**config.mk**
```make
export PLATFORM = sky130hd
export DESIGN_NAME = sim_finish_ctrl
export DESIGN_NICKNAME = d
export VERILOG_FILES = /design/src/rtl/sim_finish_ctrl.sv
export SDC_FILE = /design/constraint.sdc
export NUM_CORES = 1
export LEC_CHECK = 0
export ABC_CLOCK_PERIOD_IN_PS = 2400
export BUFFER_PORTS_ARGS = -buffer_cell sky130_fd_sc_hd__buf_2
export CAP_MARGIN = 30
export CORE_UTILIZATION = 45
export CTS_CLUSTER_DIAMETER = 80
export DETAILED_ROUTE_END_ITERATION = 12
export PLACE_DENSITY = 0.69
export SLEW_MARGIN = 20
export SYNTH_ARGS = -nofsm -noshare
export SYNTH_HDL_FRONTEND = slang
export SYNTH_SLANG_ARGS = --single-unit
```
**constraint.sdc**
```tcl
create_clock -name clk_i -period 2.4 [get_ports clk_i]
set_clock_uncertainty 0.05 [all_clocks]
set_input_delay 0.24 -clock clk_i [delete_from_list [all_inputs] [get_ports clk_i]]
set_output_delay 0.24 -clock clk_i [all_outputs]
set_load 0.005 [all_outputs]
```
**src/rtl/sim_finish_ctrl.sv**
```systemverilog
// sim_finish_ctrl
//   Simulation-only test-completion sequencer for the chip-level top.
//   Watches every source that can end a run and latches the first one that
//   wins. It then counts down a drain window so UART/log traffic can flush,
//   and finally raises a single-cycle finish request. The $finish policy
//   belongs to whoever consumes finish_o, not to this block.
//
// Ports
//   clk_i            system clock (only clock)
//   rst_i            synchronous active-high reset
//   enable_i         arms monitoring; low keeps/returns the block to IDLE
//   sw_test_done_i   SW test-status completion (level)
//   sw_test_passed_i SW pass qualifier, valid with sw_test_done_i
//   gpio_pins_i      masked GPIO outputs, compared against pass/fail patterns
//   abort_i          external fatal error (level)
//   busy_o           high in RUN or DRAIN
//   done_o           sticky: a completion cause has been captured
//   passed_o         captured cause is a pass (SW pass or GPIO pass)
//   cause_o          captured cause code (0 none .. 6 abort)
//   cycle_count_o    RUN-cycle counter, frozen at capture
//   finish_o         one-cycle finish request
module sim_finish_ctrl #(
  parameter int unsigned DrainCycles     = 7,
  parameter logic [31:0] TimeoutCycles   = 32'd10_000_000,
  parameter logic [31:0] GpioPassPattern = 32'hDEADBEEF,
  parameter logic [31:0] GpioFailPattern = 32'hBAADF00D
) (
  input  logic        clk_i,
  input  logic        rst_i,
  input  logic        enable_i,
  input  logic        sw_test_done_i,
  input  logic        sw_test_passed_i,
  input  logic [31:0] gpio_pins_i,
  input  logic        abort_i,
  output logic        busy_o,
  output logic        done_o,
  output logic        passed_o,
  output logic [2:0]  cause_o,
  output logic [31:0] cycle_count_o,
  output logic        finish_o
);

  localparam logic [1:0] StIdle     = 2'd0;
  localparam logic [1:0] StRun      = 2'd1;
  localparam logic [1:0] StDrain    = 2'd2;
  localparam logic [1:0] StFinished = 2'd3;

  localparam logic [2:0] CauseNone     = 3'd0;
  localparam logic [2:0] CauseSwPass   = 3'd1;
  localparam logic [2:0] CauseSwFail   = 3'd2;
  localparam logic [2:0] CauseGpioPass = 3'd3;
  localparam logic [2:0] CauseGpioFail = 3'd4;
  localparam logic [2:0] CauseTimeout  = 3'd5;
  localparam logic [2:0] CauseAbort    = 3'd6;

  // Last drain_cnt value before FINISHED. Unused when DrainCycles is 0
  // (capture goes straight to FINISHED), so clamp to avoid wrap-around.
  localparam logic [31:0] DrainLast =
    (DrainCycles == 0) ? 32'd0 : 32'(DrainCycles - 1);
  localparam logic        NoDrain   = (DrainCycles == 0);

  logic [1:0]  state;
  logic [31:0] cycle_count;
  logic [31:0] drain_cnt;
  logic        done_q;
  logic        passed_q;
  logic [2:0]  cause_q;
  logic        finish_q;

  // Glitch filter: "pattern matched in the previous RUN cycle".
  logic        gpio_pass_q;
  logic        gpio_fail_q;

  logic        gpio_pass_hit;
  logic        gpio_fail_hit;
  logic        timeout_hit;
  logic [2:0]  evt_cause;
  logic        evt;

  assign gpio_pass_hit = (gpio_pins_i == GpioPassPattern);
  assign gpio_fail_hit = (gpio_pins_i == GpioFailPattern);
  assign timeout_hit   = (TimeoutCycles != 32'd0) && (cycle_count == TimeoutCycles);

  // Priority encode the candidate cause for this cycle. Only consumed in RUN.
  always_comb begin
    evt_cause = CauseNone;
    if (abort_i)
      evt_cause = CauseAbort;
    else if (sw_test_done_i)
      evt_cause = sw_test_passed_i ? CauseSwPass : CauseSwFail;
    else if (gpio_fail_hit && gpio_fail_q)
      evt_cause = CauseGpioFail;
    else if (gpio_pass_hit && gpio_pass_q)
      evt_cause = CauseGpioPass;
    else if (timeout_hit)
      evt_cause = CauseTimeout;
  end

  assign evt = (evt_cause != CauseNone);

  always_ff @(posedge clk_i) begin
    if (rst_i) begin
      state       <= StIdle;
      cycle_count <= 32'd0;
      drain_cnt   <= 32'd0;
      done_q      <= 1'b0;
      passed_q    <= 1'b0;
      cause_q     <= CauseNone;
      finish_q    <= 1'b0;
      gpio_pass_q <= 1'b0;
      gpio_fail_q <= 1'b0;
    end else begin
      // finish is a pulse: only the transition into FINISHED raises it.
      finish_q <= 1'b0;
      case (state)
        StIdle: begin
          cycle_count <= 32'd0;
          gpio_pass_q <= 1'b0;
          gpio_fail_q <= 1'b0;
          if (enable_i)
            state <= StRun;
        end

        StRun: begin
          // A captured cause takes precedence over a same-cycle disable so
          // that a completion is never silently dropped.
          if (evt) begin
            done_q      <= 1'b1;
            cause_q     <= evt_cause;
            passed_q    <= (evt_cause == CauseSwPass) || (evt_cause == CauseGpioPass);
            drain_cnt   <= 32'd0;
            gpio_pass_q <= 1'b0;
            gpio_fail_q <= 1'b0;
            // cycle_count deliberately not updated: frozen at the event cycle.
            if (NoDrain) begin
              state    <= StFinished;
              finish_q <= 1'b1;
            end else begin
              state <= StDrain;
            end
          end else if (!enable_i) begin
            state       <= StIdle;
            cycle_count <= 32'd0;
            gpio_pass_q <= 1'b0;
            gpio_fail_q <= 1'b0;
          end else begin
            if (cycle_count != 32'hFFFF_FFFF)
              cycle_count <= cycle_count + 32'd1;
            gpio_pass_q <= gpio_pass_hit;
            gpio_fail_q <= gpio_fail_hit;
          end
        end

        StDrain: begin
          // Inputs, including enable_i, are ignored while draining.
          drain_cnt <= drain_cnt + 32'd1;
          if (drain_cnt == DrainLast) begin
            state    <= StFinished;
            finish_q <= 1'b1;
          end
        end

        default: begin
          // FINISHED: terminal until reset, everything holds.
        end
      endcase
    end
  end

  assign busy_o        = (state == StRun) || (state == StDrain);
  assign done_o        = done_q;
  assign passed_o      = passed_q;
  assign cause_o       = cause_q;
  assign cycle_count_o = cycle_count;
  assign finish_o      = finish_q;

endmodule
```
==> flow_metrics.py <==
metrics = {
    "run": {
        "cap_viol_max_count": 0,
    },
    "worst_setup_path": {
        "worst-endpoint-required_ps": 2640,
        "r2r_startpoint": "cycle_count_o[0]",
        "critical_path.max_fanout": 8,
        "critical_path_class": "reg -> reg",
        "crit_start": "cycle_count_o[0]",
        "crit_path_end_kind": "register",
        "critPathArrivalTime_ps": 2570,
        "critical_path.startpoint_type": "register",
    },
    "route": {
        "detailedRoute.firstIterationViolations": 330,
        "detailed_route_wl_mm": 13.27,
        "detail_route.wl_per_cell_microns": 16.64,
        "vias": 4740,
        "antenna_left": 0,
        "via_per_inst": 5.947,
        "firstDrtPassIters": 5,
        "post-route-drc-count": 0,
    },
    "synthesis": {
        "post_syn_instances": 537,
        "yosysUniqueCellTypes": 62,
        "synth_flop_cell": "sky130_fd_sc_hd__dfxtp_1",
        "postSynthAreaPerCell_sq_um": 8.220,
        "cell_area_after_technology_mapping_sq_um": 4414,
        "number_of_flip_flops_and_latches_in_the_synthesized_netlist": 74,
        "synth.area.top_cells": "sky130_fd_sc_hd__dfxtp_1 34%, sky130_fd_sc_hd__nor2_1 5.2%, sky130_fd_sc_hd__xnor2_1 5.2%",
        "synth-edff-count": 0,
        "synthesized_net_count": 584,
        "synth_common_cells": "74 x sky130_fd_sc_hd__dfxtp_1, 61 x sky130_fd_sc_hd__nor2_1, 39 x sky130_fd_sc_hd__a21oi_1",
        "yosys.area.top_type_share": 0.3356,
        "synthesis.yosys.warnings": 0,
        "yosys.area.top_type": "sky130_fd_sc_hd__dfxtp_1",
        "synth.most_common_cell": "sky130_fd_sc_hd__dfxtp_1",
        "asyncSetResetFlopFracSynth": 0,
        "ys_seq_area_frac": 0.3356,
    },
    "finish": {
        "final_layout_size_suffix_gt1_frac": 0.3039,
        "final_cells": 797,
        "insertedDiodeCount": 0,
        "syn_to_final_growth_pct": 31.09,
        "fin_nets": 710,
        "filler_cell_count": 853,
        "finish.instance_area_sq_um": 5787,
    },
    "status": {
        "run_status": "finished clean",
    },
    "clocking": {
        "ctsHtreeMaxLevel": 3,
        "clkTransAtPathRegs_ps": 80,
        "cts_num_sinks": 74,
        "insertion_delay_of_the_later_clocked_pin_in_the_worst_skew_pair_ps": 360,
        "tritoncts": "yes",
        "cts_hold_buf": 0,
        "total_cts_buffers": 9,
        "clock_path_buffers": 2,
        "clk_root_buffer_cell": "sky130_fd_sc_hd__clkbuf_8",
    },
    "hold_path": {
        "timing.hold.worst.class": "in -> reg",
        "worstHoldStart": "abort_i",
    },
    "sta": {
        "drv_slew": 0,
        "final_critical_path_setup_slack_ps": 66.46,
        "layout_worst_path_cycle_share": 0.9723,
        "max_freq_mhz": 428.5,
        "setup_viol": 0,
        "timing.slew.headroom": 0.4362,
        "period_needed_ps": 2334,
        "worst_max_slew_pin_slew_ps": 842.6,
        "hold_violations": 0,
    },
    "floorplan": {
        "floorplan.rows": 35,
        "die_w_microns": 101.0,
        "fp.dieH_microns": 101.0,
        "core_region_area_sq_um": 9371,
        "initial_utilization": 0.4710,
        "design.portCount": 77,
        "dieArea_sq_um": 10210,
    },
    "placed_design": {
        "placedInstanceArea_sq_um": 5314,
        "placedCellCount": 771,
        "place_congestion": 0.9081,
        "post_detail_place_hpwl_mm": 8.930,
        "post-place-ws_ps": -167.2,
        "port_buffers": 76,
    },
    "power": {
        "pwr_density_cell_nw_per_um2": 550.2,
        "leakagePower_nw": 2.221,
        "irDropWorstVdd_v": 0.0004354,
        "report.power.total_w": 0.003184,
    },
    "global_routing": {
        "grt_max_degree": 31,
        "gr-total-overflow": 0,
        "via_count_of_the_first_global_routing_pass": 4333,
        "grt_first_pass_wirelength_mm": 21.07,
        "track_usage": 0.2618,
        "antenna_found_initial": 0,
    },
}
==> placed cells by master, fill, tap and decap left out, types with 4 or more instances in the layout <==
cell / count
sky130_fd_sc_hd__nand2b_1: 5
sky130_fd_sc_hd__a2bb2oi_1: 5
sky130_fd_sc_hd__a2111oi_4: 4
sky130_fd_sc_hd__xnor2_1: 26
sky130_fd_sc_hd__dfxtp_1: 73
sky130_fd_sc_hd__o21ai_0: 18
sky130_fd_sc_hd__nor2_1: 59
sky130_fd_sc_hd__nor4_1: 12
sky130_fd_sc_hd__nand3_1: 26
sky130_fd_sc_hd__buf_4: 61
sky130_fd_sc_hd__a211oi_1: 4
sky130_fd_sc_hd__and2_1: 5
sky130_fd_sc_hd__o21ai_2: 4
sky130_fd_sc_hd__a31oi_1: 9
sky130_fd_sc_hd__nand2_1: 36
sky130_fd_sc_hd__buf_12: 5
sky130_fd_sc_hd__o31ai_1: 10
sky130_fd_sc_hd__clkbuf_8: 9
sky130_fd_sc_hd__nor3_1: 8
sky130_fd_sc_hd__nand4b_1: 6
sky130_fd_sc_hd__a21oi_1: 37
sky130_fd_sc_hd__and4_1: 6
sky130_fd_sc_hd__o311ai_0: 11
sky130_fd_sc_hd__a211oi_2: 6
sky130_fd_sc_hd__nand4_1: 29
sky130_fd_sc_hd__inv_1: 17
sky130_fd_sc_hd__ha_1: 8
sky130_fd_sc_hd__or3_1: 6
sky130_fd_sc_hd__buf_2: 77
sky130_fd_sc_hd__and3_1: 11
sky130_fd_sc_hd__a21boi_0: 4
==> repair_timing <==
action                     4_1_cts  5_1_grt
setup buffers                    0        9
pin swaps                        0        7
cloned                           0        2
resized for setup                6       22
hold endpoints to repair         0        0
setup endpoints to repair       23       44
==> cells by family (layout without fill, tap and decap cells) <==
kind of cell    count (synthesis)  after routing  synth area share
simple gates                  237            237            0.2914
buf+inv                        48            179           0.04762
xor+xnor                       26             26           0.05159
compound gates                138            138            0.2364
flops                          74             74            0.3356
fa+ha+maj                       9              9           0.02551
mux                             5              5           0.01190
==> final cells by class <==
type,count,area (sq um),share of cell area
repair buffers,146,994.7,0.1719
flip-flops and latches,74,1483,0.2562
clock buffers,10,127.6,0.02205
well taps,129,161.4,0.02789
multi-input cells,415,2841,0.4910
inverters,17,63.81,0.01103
clock inverters,6,115.1,0.01989
==> worst paths after layout <==
path	endpoint	slack (ps)	cells past startpoint
setup / recovery	cycle_count_o[12]	70	10
hold / removal	cause_o[1]	160	3
setup reg to reg	cycle_count_o[12]	70	10
hold reg to reg	done_o	400	2
==> registers in the layout, summed over array words and instances (netlist names) <==
register,count
cause_o,3
gpio_fail_q,1
done_o,1
finish_o,1
gpio_pass_q,1
cycle_count_o,32
passed_o,1
state,2
drain_cnt,32
==> metal layers <==
metal / routed length [microns] / global-route usage / vias to the layer above / share of wire
met5: 0 / 0 / - / 0
met4: 183 / 0.08696 / 0 / 0.014
met3: 941 / 0.05825 / 18 / 0.071
met2: 6276 / 0.4139 / 178 / 0.47
met1: 5865 / 0.3524 / 2270 / 0.44
li1: - / - / 2274 / -
==> worst max-delay path, stage by stage (launching register included) <==
cell and delay, ps:
sky130_fd_sc_hd__dfxtp_1 320, sky130_fd_sc_hd__buf_4 150, sky130_fd_sc_hd__ha_1 200, sky130_fd_sc_hd__and3_1 200, sky130_fd_sc_hd__nand4_1 160, sky130_fd_sc_hd__nor4_4 80, sky130_fd_sc_hd__buf_6 130, sky130_fd_sc_hd__or4_4 520
sky130_fd_sc_hd__buf_8 170, sky130_fd_sc_hd__nor2_1 110, sky130_fd_sc_hd__a2bb2oi_1 170
==> report_power, final <==
part | internal, W | leakage, nW | switching (W)
Sequential | 0.00125 | 0.597 | 0.0000238
Clock | 0.000695 | 0.117 | 0.000513
Combinational | 0.000287 | 1.51 | 0.000412
==> through the flow <==
step	hold slack, ps	TNS (ps)	util
CTS	147.3	-19.29	0.5956
floorplan	376.6	0	-
global route	199.0	-34.96	0.6175
global placement	380.9	-556.7	0.5670
detailed placement	385.6	-1539	0.5670
finish	162.6	0	0.6175
No activity file was read; power rests on OpenSTA's default activity.
